File: config.mk
export PLATFORM = sky130hd
export DESIGN_NAME = muldiv_div_sched_flat
export DESIGN_NICKNAME = d
export VERILOG_FILES = /design/src/rtl/muldiv_div_sched_if.sv /design/src/rtl/muldiv_div_sched.sv /design/src/flat_wrapper.sv
export SDC_FILE = /design/constraint.sdc
export NUM_CORES = 1
export LEC_CHECK = 0
export ABC_AREA = 1
export CAP_MARGIN = 10
export CORE_AREA = 2 2 189 191
export DETAILED_ROUTE_END_ITERATION = 6
export DIE_AREA = 0 0 191 193
export GPL_TIMING_DRIVEN = 1
export PLACE_DENSITY = 0.61
export SLEW_MARGIN = 30
export SYNTH_ARGS = -nofsm -noshare
export SYNTH_HDL_FRONTEND = slang
export SYNTH_SLANG_ARGS = --single-unit
File: constraint.sdc
create_clock -name clk -period 4.75 [get_ports clk]
set_input_delay 0.95 -clock clk [delete_from_list [all_inputs] [get_ports clk]]
set_output_delay 0.95 -clock clk [all_outputs]
set_load 0.01 [all_outputs]
File: src/rtl/muldiv_div_sched_if.sv
// Request/response channel bundle between the muldiv front-end requesters
// and the shared-divider scheduler. The master side is the requester
// array and the slave side is the scheduler.
interface muldiv_div_sched_if #(
    parameter int NUM_REQS  = 4,
    parameter int XLEN      = 32,
    parameter int TAG_WIDTH = 8
);
    // Request channel, one lane per requester, packed lane i at [i*W +: W]
    logic [NUM_REQS-1:0]           req_valid;
    logic [NUM_REQS-1:0]           req_ready;
    logic [NUM_REQS-1:0]           req_signed;
    logic [NUM_REQS-1:0]           req_rem;
    logic [NUM_REQS*XLEN-1:0]      req_numer;
    logic [NUM_REQS*XLEN-1:0]      req_denom;
    logic [NUM_REQS*TAG_WIDTH-1:0] req_tag;

    // Response channel, shared result/tag qualified by a one-hot valid
    logic [NUM_REQS-1:0]           rsp_valid;
    logic [NUM_REQS-1:0]           rsp_ready;
    logic [XLEN-1:0]               rsp_result;
    logic [TAG_WIDTH-1:0]          rsp_tag;

    modport master (
        output req_valid, req_signed, req_rem, req_numer, req_denom, req_tag,
        output rsp_ready,
        input  req_ready,
        input  rsp_valid, rsp_result, rsp_tag
    );

    modport slave (
        input  req_valid, req_signed, req_rem, req_numer, req_denom, req_tag,
        input  rsp_ready,
        output req_ready,
        output rsp_valid, rsp_result, rsp_tag
    );
endinterface

File: src/rtl/muldiv_div_sched.sv
// Round-robin scheduler sharing one iterative serial divider among
// NUM_REQS requesters. One division is in flight at a time:
// grant -> one-cycle launch strobe -> wait for busy to fall -> respond.
//
// Optional feature macro: MULDIV_SCHED_FASTPATH_EN
//   When defined, divide-by-zero and signed overflow (INT_MIN / -1) are
//   resolved at grant time without launching the divider, and the
//   response appears one cycle after the grant.
module muldiv_div_sched #(
    parameter int NUM_REQS  = 4,
    parameter int XLEN      = 32,
    parameter int TAG_WIDTH = 8
) (
    input  logic                 clk,
    input  logic                 reset,
    muldiv_div_sched_if.slave    bus,
    output logic                 div_strobe,
    output logic                 div_signed,
    output logic [XLEN-1:0]      div_numer,
    output logic [XLEN-1:0]      div_denom,
    input  logic                 div_busy,
    input  logic [XLEN-1:0]      div_quotient,
    input  logic [XLEN-1:0]      div_remainder,
    output logic                 sched_busy
);

    localparam int IDX_W = (NUM_REQS > 1) ? $clog2(NUM_REQS) : 1;

    typedef enum logic [1:0] {
        IDLE,
        START,
        WAIT,
        RSP
    } state_t;

    state_t               state;
    logic [IDX_W-1:0]     rr_ptr;
    logic [IDX_W-1:0]     idx_q;
    logic                 rem_q;
    logic                 wait_seen;
    logic [NUM_REQS-1:0]  rsp_valid_q;
    logic [XLEN-1:0]      rsp_result_q;
    logic [TAG_WIDTH-1:0] rsp_tag_q;

    // Unpacked views of the packed request lanes
    logic [XLEN-1:0]      numer_arr [NUM_REQS];
    logic [XLEN-1:0]      denom_arr [NUM_REQS];
    logic [TAG_WIDTH-1:0] tag_arr   [NUM_REQS];

    // Arbitration result for the current cycle
    logic                 grant_found;
    logic [IDX_W-1:0]     grant_idx;
    logic [IDX_W-1:0]     cand_idx;
    logic [NUM_REQS-1:0]  grant_onehot;

    // Operands of the granted requester
    logic                 g_signed;
    logic                 g_rem;
    logic [XLEN-1:0]      g_numer;
    logic [XLEN-1:0]      g_denom;
    logic [TAG_WIDTH-1:0] g_tag;

    // Index arithmetic modulo NUM_REQS, valid for any NUM_REQS (not only 2^n)
    function automatic logic [IDX_W-1:0] wrap_add(input logic [IDX_W-1:0] base,
                                                  input int               off);
        int sum;
        sum = int'(base) + off;
        if (sum >= NUM_REQS) begin
            sum = sum - NUM_REQS;
        end
        return sum[IDX_W-1:0];
    endfunction

    // Split the packed operand buses into per-requester lanes
    always_comb begin
        for (int i = 0; i < NUM_REQS; i++) begin
            numer_arr[i] = bus.req_numer[i*XLEN +: XLEN];
            denom_arr[i] = bus.req_denom[i*XLEN +: XLEN];
            tag_arr[i]   = bus.req_tag[i*TAG_WIDTH +: TAG_WIDTH];
        end
    end

    // Round-robin search: first valid requester at or after rr_ptr, with wrap
    always_comb begin
        // NOTE: every output of a combinational block gets a default before
        // any conditional assignment; otherwise synthesis infers a latch.
        grant_found = 1'b0;
        grant_idx   = '0;
        cand_idx    = '0;
        for (int k = 0; k < NUM_REQS; k++) begin
            cand_idx = wrap_add(rr_ptr, k);
            if (!grant_found && bus.req_valid[cand_idx]) begin
                grant_found = 1'b1;
                grant_idx   = cand_idx;
            end
        end
    end

    assign grant_onehot = NUM_REQS'(1) << grant_idx;

    assign g_signed = bus.req_signed[grant_idx];
    assign g_rem    = bus.req_rem[grant_idx];
    assign g_numer  = numer_arr[grant_idx];
    assign g_denom  = denom_arr[grant_idx];
    assign g_tag    = tag_arr[grant_idx];

    // Accept is combinational in IDLE only; held off while reset is asserted
    // so that every output reads zero during reset.
    assign bus.req_ready = (state == IDLE && reset && grant_found) ? grant_onehot
                                                                   : '0;

    assign bus.rsp_valid  = rsp_valid_q;
    assign bus.rsp_result = rsp_result_q;
    assign bus.rsp_tag    = rsp_tag_q;

`ifdef MULDIV_SCHED_FASTPATH_EN
    localparam logic [XLEN-1:0] INT_MIN = {1'b1, {(XLEN-1){1'b0}}};

    logic            fast_div0;
    logic            fast_ovf;
    logic            fast_hit;
    logic [XLEN-1:0] fast_result;

    // Architecturally defined results for the cases the divider need not run
    always_comb begin
        fast_div0   = (g_denom == '0);
        fast_ovf    = g_signed && (g_numer == INT_MIN) && (g_denom == '1);
        fast_hit    = fast_div0 || fast_ovf;
        fast_result = '0;
        if (fast_div0) begin
            fast_result = g_rem ? g_numer : '1;
        end else if (fast_ovf) begin
            fast_result = g_rem ? '0 : g_numer;
        end
    end
`endif

    // Scheduler FSM with registered launch, response and busy outputs
    always_ff @(posedge clk) begin
        if (!reset) begin
            // NOTE: the datapath latches are cleared along with the control
            // state because they drive ports that must read zero in reset.
            state        <= IDLE;
            rr_ptr       <= '0;
            idx_q        <= '0;
            rem_q        <= 1'b0;
            wait_seen    <= 1'b0;
            div_strobe   <= 1'b0;
            div_signed   <= 1'b0;
            div_numer    <= '0;
            div_denom    <= '0;
            rsp_valid_q  <= '0;
            rsp_result_q <= '0;
            rsp_tag_q    <= '0;
            sched_busy   <= 1'b0;
        end else begin
            // NOTE: non-blocking assignments throughout, so every register
            // here samples the pre-edge value of every other one.
            div_strobe <= 1'b0;
            case (state)
                IDLE: begin
                    if (grant_found) begin
                        idx_q      <= grant_idx;
                        rem_q      <= g_rem;
                        div_signed <= g_signed;
                        div_numer  <= g_numer;
                        div_denom  <= g_denom;
                        rsp_tag_q  <= g_tag;
                        sched_busy <= 1'b1;
`ifdef MULDIV_SCHED_FASTPATH_EN
                        if (fast_hit) begin
                            rsp_result_q <= fast_result;
                            rsp_valid_q  <= grant_onehot;
                            state        <= RSP;
                        end else begin
                            div_strobe <= 1'b1;
                            state      <= START;
                        end
`else
                        div_strobe <= 1'b1;
                        state      <= START;
`endif
                    end
                end
                START: begin
                    wait_seen <= 1'b0;
                    state     <= WAIT;
                end
                WAIT: begin
                    // The first WAIT cycle is skipped so busy may rise late
                    if (!wait_seen) begin
                        wait_seen <= 1'b1;
                    end else if (!div_busy) begin
                        rsp_result_q <= rem_q ? div_remainder : div_quotient;
                        rsp_valid_q  <= NUM_REQS'(1) << idx_q;
                        state        <= RSP;
                    end
                end
                RSP: begin
                    if (bus.rsp_ready[idx_q]) begin
                        rsp_valid_q <= '0;
                        sched_busy  <= 1'b0;
                        rr_ptr      <= wrap_add(idx_q, 1);
                        state       <= IDLE;
                    end
                end
                default: begin
                    state <= IDLE;
                end
            endcase
        end
    end

    // Requesters only see an accept for a lane they are actively requesting
    a_ready_implies_valid: assert property (
        @(posedge clk) disable iff (!reset)
        (bus.req_ready & ~bus.req_valid) == '0
    );

    // At most one response lane is ever active
    a_rsp_onehot0: assert property (
        @(posedge clk) disable iff (!reset)
        $onehot0(bus.rsp_valid)
    );

endmodule

File: src/flat_wrapper.sv
// flat-port wrapper written by rule: the top's interface ports become plain ports
module muldiv_div_sched_flat 
#(
    parameter int NUM_REQS  = 4,
    parameter int XLEN      = 32,
    parameter int TAG_WIDTH = 8
)
  (clk, reset, div_strobe, div_signed, div_numer, div_denom, div_busy, div_quotient, div_remainder, sched_busy, bus_req_valid, bus_req_signed, bus_req_rem, bus_req_numer, bus_req_denom, bus_req_tag, bus_rsp_ready, bus_req_ready, bus_rsp_valid, bus_rsp_result, bus_rsp_tag);
  muldiv_div_sched_if #(.NUM_REQS(NUM_REQS), .XLEN(XLEN), .TAG_WIDTH(TAG_WIDTH)) bus_i ();
  input  logic clk;
  input  logic reset;
  output logic div_strobe;
  output logic div_signed;
  output logic [XLEN-1:0] div_numer;
  output logic [XLEN-1:0] div_denom;
  input  logic div_busy;
  input  logic [XLEN-1:0] div_quotient;
  input  logic [XLEN-1:0] div_remainder;
  output logic sched_busy;
  input wire logic [$bits(bus_i.req_valid)-1:0] bus_req_valid;
  input wire logic [$bits(bus_i.req_signed)-1:0] bus_req_signed;
  input wire logic [$bits(bus_i.req_rem)-1:0] bus_req_rem;
  input wire logic [$bits(bus_i.req_numer)-1:0] bus_req_numer;
  input wire logic [$bits(bus_i.req_denom)-1:0] bus_req_denom;
  input wire logic [$bits(bus_i.req_tag)-1:0] bus_req_tag;
  input wire logic [$bits(bus_i.rsp_ready)-1:0] bus_rsp_ready;
  output wire logic [$bits(bus_i.req_ready)-1:0] bus_req_ready;
  output wire logic [$bits(bus_i.rsp_valid)-1:0] bus_rsp_valid;
  output wire logic [$bits(bus_i.rsp_result)-1:0] bus_rsp_result;
  output wire logic [$bits(bus_i.rsp_tag)-1:0] bus_rsp_tag;
  assign bus_i.req_valid = bus_req_valid;
  assign bus_i.req_signed = bus_req_signed;
  assign bus_i.req_rem = bus_req_rem;
  assign bus_i.req_numer = bus_req_numer;
  assign bus_i.req_denom = bus_req_denom;
  assign bus_i.req_tag = bus_req_tag;
  assign bus_i.rsp_ready = bus_rsp_ready;
  assign bus_req_ready = bus_i.req_ready;
  assign bus_rsp_valid = bus_i.rsp_valid;
  assign bus_rsp_result = bus_i.rsp_result;
  assign bus_rsp_tag = bus_i.rsp_tag;
  muldiv_div_sched #(.NUM_REQS(NUM_REQS), .XLEN(XLEN), .TAG_WIDTH(TAG_WIDTH)) u_core (.clk(clk), .reset(reset), .bus(bus_i), .div_strobe(div_strobe), .div_signed(div_signed), .div_numer(div_numer), .div_denom(div_denom), .div_busy(div_busy), .div_quotient(div_quotient), .div_remainder(div_remainder), .sched_busy(sched_busy));
endmodule
* Word-level counts from Yosys, hierarchy flattened
Index checks and enable logic that the tools add are counted.
** Storage, ports and cells
- Word-level logic and storage cells :: 116
- Bits of input ports :: 371
- Output and inout bits :: 115
- Register bits :: 119
** Operators by class
- Shift-type cells :: 2
- Muxes and demuxes :: 52
- Reduce and logical (&&, ||, !) cells :: 19
- Bitwise gates (word level) :: 2
- Add/sub/neg operators :: 9
- Equality and inequality tests :: 7
- $lt $le $gt $ge :: 12
** Operators with widths (count)
- $mux W32 :: 5
- $bmux W32 S2 :: 2
- $mux W2 :: 13
- $lt A2 B3 Y1 const B :: 6
- $bmux W8 S2 :: 1
- $mux W4 :: 4
- $mux W8 :: 2
- $ge A3 B3 Y1 const B :: 5
- $bmux W1 S2 :: 7
- $mux W1 :: 14
- $sub A2 B1 Y2 const B :: 5
- $pmux W2 S4 :: 1
- $pmux W4 S2 :: 1
- $reduce_and A4 Y1 :: 2
- $shl A1 B2 Y4 const A :: 2
- $add A2 B1 Y3 const B :: 2
- $add A2 B2 Y3 const B :: 2
- $ne A2 B1 Y1 const B :: 3
- $reduce_and A2 Y1 :: 3
- $reduce_and A3 Y1 :: 2
- $reduce_bool A2 Y1 :: 3
- $logic_and A1 B1 Y1 :: 5
- $eq A2 B2 Y1 const B :: 2
- $pmux W1 S2 :: 2
- other kinds (7) :: 9

* Depth between registers and ports, before layout
Gate-level depths: netlist of the first run.
- Depth in word-level cells :: 18
- Gate-level depth with buffers :: 16
- Gate-level depth less buffers :: 15

* Worst setup path before layout of the first run
OpenSTA, ideal clock, no wires.
- Path type :: input to output
- From :: in bus_req_valid[1]
- To :: out bus_req_ready[2]
- Stages :: 11
- Setup slack :: 1.519 ns
- Buffers on the path :: 2
- Data arrival time :: 2.281 ns
- Required time :: 3.800 ns
- Path through :: inv_1 -> nand2_1 -> nand3_1 -> nand2_1 -> nor2_2 -> nand3_1 -> nand3_1 -> inv_2 -> buf_2 -> buf_2 -> nor3_1
** Between the ends
- Cells in the longest elaborated chain, start to end :: 14
- Elaborated cells between the ends (all ways) :: 25
- Those cells by class :: shift (1); mux (17); reduce/logical (7)
** Ends and longest elaborated chain
- from (decl) :: RTL line flat_wrapper.sv:20 : input wire logic [$bits(bus_i.req_valid)-1:0] bus_req_valid;
- $bmux W1 S2 :: RTL line muldiv_div_sched.sv:92 : if (!grant_found && bus.req_valid[cand_idx]) begin
- $mux W1 (implied by the code) :: RTL line muldiv_div_sched.sv:92
- $mux W1 :: RTL line muldiv_div_sched.sv:92
- $logic_not A1 Y1 :: RTL line muldiv_div_sched.sv:92
- $logic_and A1 B1 Y1 :: RTL line muldiv_div_sched.sv:92
- $mux W1 :: RTL line muldiv_div_sched.sv:92
- $logic_not A1 Y1 :: RTL line muldiv_div_sched.sv:92
- $logic_and A1 B1 Y1 :: RTL line muldiv_div_sched.sv:92
- $mux W1 :: RTL line muldiv_div_sched.sv:92
- $logic_not A1 Y1 :: RTL line muldiv_div_sched.sv:92
- $logic_and A1 B1 Y1 :: RTL line muldiv_div_sched.sv:92
- $mux W2 or $mux W1 (tied branches) :: RTL line muldiv_div_sched.sv:92
- $shl A1 B2 Y4 or $logic_and A1 B1 Y1 (tied branches) :: RTL line muldiv_div_sched.sv:99, muldiv_div_sched.sv:109
- $mux W4 (*) :: RTL line muldiv_div_sched.sv:109 : assign bus.req_ready = (state == IDLE && reset && grant_found) ? grant_onehot
- to (decl) :: RTL line flat_wrapper.sv:27 : output wire logic [$bits(bus_i.req_ready)-1:0] bus_req_ready;
Mark *: on every way between the ends. The rest lies on a longest branch, timed or not. The select of a mux whose other input is x is not followed.

* Worst setup path after layout of the first run
- From :: in bus_req_valid[3]
- To :: out bus_req_ready[0]
Same word-level chain as after synthesis.

==> reports/metrics.sh, run 1 <==
RUN_STATUS='completed'
ANTENNA_FIX_CELLS=0
MAXIMUM_CLOCK_RATE_MHz=239
RSZ_0062_RAISED_AFTER_GLOBAL_ROUTING='no'
FLOORPLAN.DIE.HEIGHT_UM=193
CLKSLEWWORSTSETUPHOLDPATHS_NS=0.05
FF2FF_PATH_DEPTH=11
DR.FIRST_ITER.DRC_COUNT=545
POWER_PER_CELL_AREA_mW_PER_MM2=517
CLK_ROOT_BUFFER_CELL='sky130_fd_sc_hd__clkbuf_16'
SYNTH_TOP_FLOP_CELL='sky130_fd_sc_hd__dfxtp_1'
GRTUSAGETOTAL_PCT=18.3
FINAL_LAYOUT_SIZE_SUFFIX_GT1_SHARE_PCT=3.82
CRITPATHKIND='in -> out'
PERIOD_MINUS_SLACK_NS=4.18
POST_SYNTH_FA_HA_MAJ_AREA_FRACTION_PCT=1.15
WORST_SLEW_PIN_SLEW_NS=0.909
CTS_INSERTED_BUFFERS=17
CRIT_PATH_START_KIND='input port'
H-TREE-DEPTH=4
IO_BUFFER_COUNT=485
HOLD_VIOL=0
DIE_WIDTH_UM=191
FINAL_MAX_SLEW_VIOL_COUNT=0
FILLERINSTANCES=3735
NETLIST.TOP_CELL.BY_AREA='sky130_fd_sc_hd__dfxtp_1'
SYN_INST=1290
WORSTHOLDSTART='u_core.bus.rsp_result[9]'
SYNTHESIS.NETS=1668
FRACTION_OF_SYNTHESIZED_CELL_AREA_IN_XOR_AND_XNOR_CELLS_PCT=0
PLACE.DETAILED.HPWL_UM=26700
MAXCAPVIOLCOUNT=0
FIN_CELLS=2187
YS.WARNINGS.COUNT=0
FIRST_ELEMENT_OF_THE_CRITICAL_PATH='bus_req_valid[3]'
POST_DP_CELL_AREA_MM2=0.0128
SYNTH-SEQ-AREA-SHARE_PCT=31.2
MAX-SLEW-MARGIN-REL_PCT=39.4
SYNTH_AREA_IN_COMPOUND_GATES_PCT=11.3
DIE_AREA_MM2=0.0369
CTS_HOLD_BUFFERS=0
FLOORPLAN.INITIALDENSITY_PCT=21.9
RATIO_OF_FINAL_MINIMUM_PERIOD_TO_CLOCK_PERIOD_PCT=88.0
AVERAGE_WIRE_PER_STANDARD_CELL_UM=16.1
AREA_DELTA_SYNTH_FINAL_PCT=74.6
POST_SYNTH.CELL_AREA_AVG_UM2=5.93
ROUTED-VIA-COUNT=9748
WORST_R2R_STARTPOINT='u_core.rr_ptr[0]'
INTERNAL_POWER_mW=3.76
TIMING.SETUP.TNS_NS=0
DRT_PASS1_ITERATIONS=6
GP_ROUTABILITY_CONGESTION=0.925
SYNTH_COMMON_CELLS='379 x sky130_fd_sc_hd__nand2_1, 238 x sky130_fd_sc_hd__nand3_1, 184 x sky130_fd_sc_hd__nor2_1'
POSTLAYOUTCELLAREA_MM2=0.0133
TRITONCTS='done'
POWER_SWITCHING_SHARE_PCT=45.6
SYNTH.AREA.MUX_SHARE_PCT=0
GRT_PASS1_WL_UM=51700
VIAS_IN_THE_FIRST_GLOBAL_ROUTE=9284
STATIC-LEAKAGE-POWER_nW=5.77
POWER.TOTAL_mW=6.90
FLOORPLAN.CORE_AREA_MM2=0.0350
WORSTPATHARRIVAL_NS=3.23
ENDPOINT='bus_req_ready[0]'
YS_TOP_CELLS_BY_AREA='sky130_fd_sc_hd__dfxtp_1 31%, sky130_fd_sc_hd__nand2_1 19%, sky130_fd_sc_hd__nand3_1 16%, sky130_fd_sc_hd__nor2_1 9.0%, sky130_fd_sc_hd__a211oi_1 6.3%'
CLOCK_POWER_SHARE_PCT=18.0
VIAS_PER_CELL=4.46
NNETSFINAL=2091
POST_CTS_RESIZED=0
RR_ENDPOINT='u_core.div_denom[3]'
SHARE_COMB_OF_TOTAL_POWER_PCT=58.2
POST_SYNTH_AND_OR_NAND_NOR_AREA_FRACTION_PCT=44.9
FIN_SKEW_NS=0.00997
CTS_SETUP_BUFFERS=0
LARGEST_NET_DEGREE_AT_THE_START_OF_GLOBAL_ROUTING=124
SYNTH_TOP_FAMILY_BY_AREA='simple AND/OR/NAND/NOR gates'
ROWS=69
CLK_LATENCY_NS=0.42
OVERFLOW=0
NETLIST.AREA_LEADER.SHARE_PCT=31.2
CTS_NUM_SINKS=119
PIN_COUNT=486
PLACEDCELLCOUNT=2155
FRACTION_OF_REGISTERS_WITH_ASYNC_SET_OR_RESET_AFTER_SYNTHESIS_PCT=0
FINALSETUPVIOLATIONS=0
ROUTE.FINAL.WIRE_LENGTH_UM=35100
POSTROUTEANTENNANETS=0
NET_SWITCHING_mW=3.14
TIMING.REG2REG.SETUP_SLACK_NS=1.46
PEAKVDDDROP_V=0.000316
MAX-CLOCK-PATH-BUFFERS=2
GRT_ANTENNA_BEFORE_REPAIR=1
SYNTHESIZED_FLOP_AND_LATCH_TOTAL=119
YS_TYPES=28
SYNTH_AREA_MM2=0.00765
CRITICAL_PATH.ENDPOINT_TYPE='primary output'
DRT_DRC_VIOLATIONS_LEFT=0
CRITPATHREQUIREDTIME_NS=3.80
TIMING.HOLD.WORST.CLASS='reg -> reg'
CRITICAL_PATH.MAX_FANOUT=32
YOSYS.CELL_COUNT.TOP_TYPE='sky130_fd_sc_hd__nand2_1'
POWER.SEQUENTIAL.FRACTION_PCT=23.8
SYNTH-EDFF-COUNT=0
[worst max-delay path, stage by stage]
cell                              delay (ns)
sky130_fd_sc_hd__clkdlybuf4s50_1        0.50
sky130_fd_sc_hd__inv_1                  0.07
sky130_fd_sc_hd__nand2_1                0.06
sky130_fd_sc_hd__nand2_1                0.05
sky130_fd_sc_hd__nand2_1                0.06
sky130_fd_sc_hd__nand2_1                0.08
sky130_fd_sc_hd__a21oi_1                0.16
sky130_fd_sc_hd__nand2_2                0.12
sky130_fd_sc_hd__nand2_8                0.23
sky130_fd_sc_hd__inv_2                  0.15
sky130_fd_sc_hd__nor3_1                 0.20
sky130_fd_sc_hd__clkdlybuf4s50_1        0.57
[metrics by stage]
stage	util [%]	hold slack [ns]	setup WS (ns)
3_5_place_dp	36.6	0.446	0.548
4_1_cts	38.2	0.457	0.555
3_3_place_gp	36.5	0.443	0.590
2_1_floorplan	-	0.468	1.52
6_report	38.2	0.452	0.572
5_1_grt	38.2	0.474	0.410
[placed cells by master, fill, tap and decap left out, drive strengths merged, types with 2 or more instances in the layout]
master / instances
clkdlybuf4s50: 484
nand2: 383
nand3: 239
nor2: 188
dfxtp: 119
inv: 117
a211oi: 64
o21ai: 57
clkbuf: 20
buf: 16
a21oi: 14
ha: 7
clkinv: 7
nor3: 4
clkinvlp: 2
[sequential cells by signal, indices dropped and copies added (netlist names)]
signal,cells
u_core.div_signed,1
u_core.rem_q,1
u_core.div_denom,32
u_core.div_numer,32
u_core.bus.rsp_valid,4
u_core.rr_ptr,2
u_core.state,2
u_core.idx_q,2
u_core.sched_busy,1
u_core.wait_seen,1
u_core.div_strobe,1
u_core.bus.rsp_tag,8
u_core.bus.rsp_result,32
[kinds of logic (layout without fill, tap and decap cells)]
family                   count (synthesis)  in the layout
flip-flops                             119            119
AND/OR/NAND/NOR                        816            816
buffers and inverters                  210            646
AO/OA/AOI/OAI                          138            138
adder cells (fa/ha/maj)                  7              7
[worst min path at each step]
stage	end	slack, ns	depth (start not counted)
after floorplan	u_core.state[1]	0.47	2
after global placement	u_core.bus.rsp_result[19]	0.44	2
after detailed placement	u_core.bus.rsp_result[6]	0.45	2
after CTS	u_core.bus.rsp_result[27]	0.46	2
after global routing	u_core.bus.rsp_result[10]	0.47	2
final	u_core.bus.rsp_result[9]	0.45	2
[layer usage]
layer,up-vias,GRT usage (%),wire length [um]
li1,4987,-,-
met1,4397,22.5,14900
met2,311,30.9,16900
met3,51,4.45,2360
met4,2,7.13,1050
met5,-,0,13
[final cells by class]
type / count / area (um^2) / share of cell area, %
clock buffers: 20 / 468 / 3.51
clock inverters: 12 / 91.3 / 0.684
well taps: 461 / 577 / 4.32
inverters: 114 / 430 / 3.22
multi-input cells: 961 / 4400 / 33.0
flip-flops and latches: 119 / 2390 / 17.9
repair buffers: 500 / 4990 / 37.4
[power groups by stage]
stage               clock [mW]  sequential, mW  combinational [mW]
global route              1.33            1.70                4.50
finish                    1.24            1.64                4.02
CTS                       1.29            1.65                4.08
detailed placement           0            1.66                4.06
global placement             0            1.65                4.03
floorplan                    0            1.72                2.28
No activity file was read; power rests on OpenSTA's default activity.
==> run 2, diff against run 1 <==
--- a/config.mk
+++ b/config.mk
@@ -8,6 +8,7 @@
 export ABC_AREA = 1
 export CAP_MARGIN = 10
 export CORE_AREA = 2 2 189 191
+export CTS_CLUSTER_DIAMETER = 120
 export DETAILED_ROUTE_END_ITERATION = 6
 export DIE_AREA = 0 0 191 193
 export GPL_TIMING_DRIVEN = 1
==> results of run 2 <==
No change in the layout: final DEF, timing and power equal those of run 1.
